<file path="config.mk">
export PLATFORM = sky130hd
export DESIGN_NAME = bin2bcd
export DESIGN_NICKNAME = d
export VERILOG_FILES = /design/src/rtl/bin2bcd.sv
export SDC_FILE = /design/constraint.sdc
export NUM_CORES = 1
export LEC_CHECK = 0
export CAP_MARGIN = 20
export CELL_PAD_IN_SITES_DETAIL_PLACEMENT = 1
export CELL_PAD_IN_SITES_GLOBAL_PLACEMENT = 2
export CORE_UTILIZATION = 30
export DETAILED_ROUTE_END_ITERATION = 8
export GPL_TIMING_DRIVEN = 0
export PLACE_DENSITY = 0.86
export SLEW_MARGIN = 0
export SYNTH_ARGS = -nofsm -noshare
export SYNTH_HDL_FRONTEND = slang
export SYNTH_SLANG_ARGS = --single-unit
</file>
<file path="constraint.sdc">
create_clock -name clk -period 1.9 [get_ports clk]
set_clock_uncertainty 0.1 [all_clocks]
set_input_delay 0.38 -clock clk [delete_from_list [all_inputs] [get_ports clk]]
set_output_delay 0.38 -clock clk [all_outputs]
set_load 0.005 [all_outputs]
</file>
<file path="src/rtl/bin2bcd.sv">
// Sequential binary-to-BCD converter (shift-and-add-3 / double dabble).
// One input bit is consumed per cycle in OP. Results are presented with a
// start/ready/done_tick handshake.
module bin2bcd #(
  parameter int BIN_WIDTH = 7,
  parameter int DIGITS    = 3
) (
  input  logic                 clk,
  input  logic                 reset,
  input  logic                 start,
  input  logic [BIN_WIDTH-1:0] bin,
  output logic                 ready,
  output logic                 done_tick,
  output logic [3:0]           bcd0,
  output logic [3:0]           bcd1,
  output logic [3:0]           bcd2
);

  localparam int DW   = 4 * DIGITS;
  localparam int CW   = $clog2(BIN_WIDTH + 1);
  localparam int OUTW = (DIGITS > 3) ? DW : 12;

  typedef enum logic [1:0] {
    IDLE,
    OP,
    DONE
  } state_t;

  state_t               state_q, state_d;
  logic [BIN_WIDTH-1:0] sr_q, sr_d;
  logic [DW-1:0]        digits_q, digits_d;
  logic [DW-1:0]        adj;
  logic [CW-1:0]        cnt_q, cnt_d;
  logic [OUTW-1:0]      digits_ext;

  // State, shift register, digits and bit counter registers
  always_ff @(posedge clk) begin
    if (reset) begin
      state_q  <= IDLE;
      sr_q     <= '0;
      digits_q <= '0;
      cnt_q    <= '0;
    end else begin
      state_q  <= state_d;
      sr_q     <= sr_d;
      digits_q <= digits_d;
      cnt_q    <= cnt_d;
    end
  end

  // Add 3 to every digit above 4 before the shift (4-bit, no carry out)
  always_comb begin
    adj = digits_q;
    for (int unsigned i = 0; i < DIGITS; i++) begin
      if (digits_q[4*i +: 4] > 4'd4) begin
        adj[4*i +: 4] = digits_q[4*i +: 4] + 4'd3;
      end
    end
  end

  // Next-state and datapath update
  always_comb begin
    state_d  = state_q;
    sr_d     = sr_q;
    digits_d = digits_q;
    cnt_d    = cnt_q;
    unique case (state_q)
      IDLE: begin
        if (start) begin
          sr_d     = bin;
          digits_d = '0;
          cnt_d    = CW'(BIN_WIDTH);
          state_d  = OP;
        end
      end
      OP: begin
        // MSB of the shift register enters bit 0 of the ones digit
        {digits_d, sr_d} = {adj, sr_q} << 1;
        cnt_d = cnt_q - 1'b1;
        if (cnt_q == CW'(1)) begin
          state_d = DONE;
        end
      end
      DONE: begin
        state_d = IDLE;
      end
      default: begin
        state_d = IDLE;
      end
    endcase
  end

  // Handshake outputs decoded from state; digits zero-extended to three nibbles
  always_comb begin
    ready      = (state_q == IDLE);
    done_tick  = (state_q == DONE);
    digits_ext = OUTW'(digits_q);
    bcd0       = digits_ext[3:0];
    bcd1       = digits_ext[7:4];
    bcd2       = digits_ext[11:8];
  end

endmodule
</file>
# Word level (Yosys, flattened, before mapping)
# Cells that the tools add are included.
# op_classes
muxes	12
n_eq_ne	5
add_sub_neg	4
n_reduce_logical	4
magnitude_cmp	3
# op_table
op	count
$pmux W12 S2	1
$pmux W7 S2	1
$gt A4 B3 Y1 const B	3
$mux W12	1
$add A4 B2 Y4 const B	2
$mux W4	2
$mux W7	1
$mux W3	2
$pmux W3 S2	1
$mux W2	2
$ne A2 B2 Y1 const B	2
$pmux W2 S2	1
$reduce_and A2 Y1	2
$add A3 B2 Y3 const B	1
$eq A3 B1 Y1 const B	1
$sub A3 B1 Y3 const B	1
$eq A2 B1 Y1 const B	1
$eq A2 B2 Y1 const B	1
$logic_not A2 Y1	1
$reduce_bool A2 Y1	1
# totals
register_bits	24
out_inout_bits	14
in_bits	10

# Depth between registers and ports, before layout
# depth
depth_word	3
ltp_mapped	6
depth_no_buf	6

# Least setup slack after synthesis
# Ideal clock, no wire load.
# synth_timing
kind	register -> register
start	reg digits_q[0], in the netlist digits_ext[0]
end	reg digits_q[4], in the netlist digits_ext[4]
path_buffers	0
stages_incl_launch_ff	7
arrival_ns	1.235
setup_ns	0.071
path_slack_ns	0.494
cell_sequence	dfxtp_1 > inv_1 > ha_1 > inv_1 > a21oi_1 > or3_1 > a21oi_1
# synth_via
elab_chain_len	3
word_cells_on_any_way	4
classes_between	1 x add/sub; 1 x order compare; 2 x mux
# synth_rtl
element	line_no	rtl
from (decl)	31	logic [DW-1:0] digits_q, digits_d;
from (signal assigned)	46	digits_q <= digits_d;
$add A4 B2 Y4 or $gt A4 B3 Y1 (tied branches)	56, 55	
$mux W4 (*)	55	if (digits_q[4*i +: 4] > 4'd4) begin
$pmux W12 S2 (*)	67	unique case (state_q)
# Mark *: on every way between the ends. The rest lies on a longest branch, timed or not.
# A chain may end at the register's enable or synchronous reset.

# Worst setup path after layout
# layout_timing
start	reg digits_q[3], in the netlist digits_ext[3]
end	out bcd0[3]
# layout_lines
element	line_no	rtl
to (decl)	14	output logic [3:0] bcd0,
# No word-level cell between the ends.

==> impl_metrics.csv <==
group,metric,value,unit
logic_synthesis,ys_seq_area_frac,0.386,
layout,design_area,0.00159,mm²
clock_tree,clock_sinks,24,
route,totalWireLength,2.95,mm
floorplanning,die_h,66.4,µm
critical_path,critPathTopFamily,"buffers and inverters",
critical_path,cp-start-kind,"flip-flop",
logic_synthesis,synth_flop_cell,"dfxtp_1",
critical_path,crit_type,"reg -> out",
critical_path,arrival,1290,ps
route,wire_per_inst,13.5,µm
floorplanning,initial_core_util,0.311,
critical_path,path_buf_inv,1,
floorplanning,io_pins,24,
critical_path,worst_setup_path_end_kind,"output port",
critical_path,worstPathRequired,1420,ps
pwr,vdd_drop_max,0.352,mV
sta,fin_crit_sh,0.933,
critical_path,path_depth,1,
clock_tree,cts_hold_buffers,0,
logic_synthesis,ys_top_cells_by_area,"dfxtp_1, nor2_1, ha_1, a22o_1, a21oi_1",
global_routing,grt_usage,0.153,
route,drt_drc_violations_left,0,
logic_synthesis,syn_inst,144,
sta,worst_pin_slew,499,ps
layout,multiInputGateArea,663,µm²
logic_synthesis,ys_seq_elements,24,
logic_synthesis,yosysTopAreaCellShare,0.386,
sta,hold_viol,0,
route,dr.pass1.iters,4,
global_routing,grt_overflow,0,
layout,layout.nets,186,
place,dp_hpwl,2.19,mm
layout,diodes,0,
sta,slew_headroom,0.667,
sta,hold_slack,339,ps
floorplanning,core,0.00400,mm²
logic_synthesis,yosys_warnings,0,
logic_synthesis,synth_simple_gate_area_share,0.219,
logic_synthesis,syn_nets,160,
layout,syn2layout_area_growth,27.8,%
floorplanning,row_count,23,
logic_synthesis,synth_xor_area_frac,0.0282,
route,highest_layer,"met4",
floorplanning,die_area,0.00441,mm²
logic_synthesis,ys_types,33,
sta,setup_viol,0,
layout,regArea,482,µm²
critical_path,crit_chain,"clkdlybuf4s50_1",
route,vias,1070,
critical_path,slowest_stage,"clkdlybuf4s50_1",
clock_tree,cts_tree,"done",
logic_synthesis,synth_top_cell_by_area,"dfxtp_1",
sta,timing.fmax,564,MHz
clock_tree,insertion_delay,280,ps
sta,timing.final.ws_setup,128,ps
logic_synthesis,syn_area,0.00124,mm²
logic_synthesis,synth_top_family_by_area,"simple AND/OR/NAND/NOR gates",
critical_path,slowest_delay,550,ps
logic_synthesis,syn_avg_cell_area,8.64,µm²
clock_tree,cts_root_buf,"clkbuf_8",
logic_synthesis,synth_adder_area_share,0.0604,
critical_path,cp_max_fo,7,
global_routing,grt_pass1_vias,1170,
global_routing,grt_pass1_wl,5.18,mm
layout,drive_gt1_frac,0.112,
place,pre_cts_ws,120,ps
pwr,pwr_density_cell,744,mW/mm²
logic_synthesis,yosys.cell_count.top_type,"dfxtp_1",
clock_tree,htree_levels,1,
global_routing,grt_max_degree,15,
logic_synthesis,synth_compound_area_frac,0.199,
pwr,design_power_total,0.00118,W
place,gp_congestion,0.720,
logic_synthesis,synth_common_cells,"dfxtp_1, nor2_1, a21oi_1, inv_1",
clock_tree,clk_pin_slew_worst_paths,90,ps
route,met2_length,1.50,mm
sta,min_period,1770,ps
clock_tree,post_cts_buffers,0,
sta,setup_tns,0,ps
clock_tree,clock_path_buffers,2,
global_routing,antenna_found_initial,0,
outcome,status,"finished, final reports clean",
logic_synthesis,async_reset_ff_frac,0,
layout,n_fill_cell,483,
floorplanning,die_x,66.4,µm
sta,rsz0062_at_grt,"no",
sta,slew_viol_final,0,
critical_path,reg2reg_depth,6,
place,placed_cell_area,0.00152,mm²
min_path,hp-class,"in -> reg",
route,routed_via_density,4.89,
route,route.met3.wl,93,µm
min_path,min_path_cells,2,
clock_tree,cts_made_buffers,3,
route,ant_nets,0,
logic_synthesis,synth.area.mux_share,0.0241,
logic_synthesis,synth_edf_count,0,
place,io_buffers,21,
pwr,p_leak,0.644,nW
route,met1_length,1.34,mm
flow_run,maxCapViolations,0,
route,dr.first_iter.drc_count,40,
## metrics by stage
stage | util | std cells
floorplan | - | 144
detailed placement | 0.379 | 215
global route | 0.397 | 219
global placement | 0.379 | 215
CTS | 0.397 | 219
finish | 0.397 | 219
## path summary, 6_finish.rpt
check,startpoint,slack [ps],endpoint
max,digits_ext[3],130,bcd0[3]
min,reset,340,cnt_q[2]
max reg2reg,digits_ext[0],360,digits_ext[4]
min reg2reg,sr_q[5],400,sr_q[5]
## timing repair
action / CTS / global route
endpoints found under the setup margin: 2 / 0
gates resized for setup: 4 / 0
endpoints found under the hold margin: 0 / 0
## layer usage
metal | global-route usage | vias up
li1 | - | 544
met1 | 0.176 | 504
met2 | 0.282 | 20
met3 | 0.0414 | 2
met4 | 0.0239 | 0
met5 | 0 | -
## kinds of logic (layout without fill, tap and decap cells)
group | count (synthesis) | count (layout)
AO/OA/AOI/OAI | 36 | 36
flip-flops | 24 | 24
XOR/XNOR | 4 | 4
AND/OR/NAND/NOR | 51 | 51
buffers and inverters | 20 | 45
adder cells (fa/ha/maj) | 6 | 6
multiplexers | 3 | 3
## sequential cells by signal (all words and copies together), names as in the netlist
register / count
cnt_q: 3
digits_ext: 12
sr_q: 7
state_q: 2
## cell usage in the layout, fill, tap and decap left out, drive strengths merged, types with 3 or more instances in the layout
cell type / Yosys / layout
inv: 13 / 13
nor2: 26 / 26
xnor2: 4 / 4
clkdlybuf4s50: 0 / 19
nor3: 8 / 8
buf: 6 / 6
mux2i: 3 / 3
nor2b: 8 / 8
o21ai: 6 / 6
a21oi: 13 / 13
a22o: 8 / 8
dfxtp: 24 / 24
clkbuf: 1 / 4
ha: 6 / 6
## power breakdown
| group | switching, W | total, W | internal (W) | leakage [nW] |
|---|---|---|---|---|
| combinational | 0.0000964 | 0.000176 | 0.0000797 | 0.411 |
| clock | 0.000177 | 0.000459 | 0.000282 | 0.0357 |
| sequential | 0.0000188 | 0.000548 | 0.000529 | 0.197 |
| total | 0.000292 | 0.00118 | 0.000891 | 0.644 |
## layout make-up
class / instances / share of cell area
Tap cell: 50 / 0.0394
Multi-Input combinational cell: 100 / 0.417
Timing Repair Buffer: 21 / 0.131
Sequential cell: 24 / 0.303
Buffer: 7 / 0.0339
Inverter: 13 / 0.0307
Clock buffer: 3 / 0.0260
Clock inverter: 1 / 0.0189
Power figures use the tool's default switching activity.
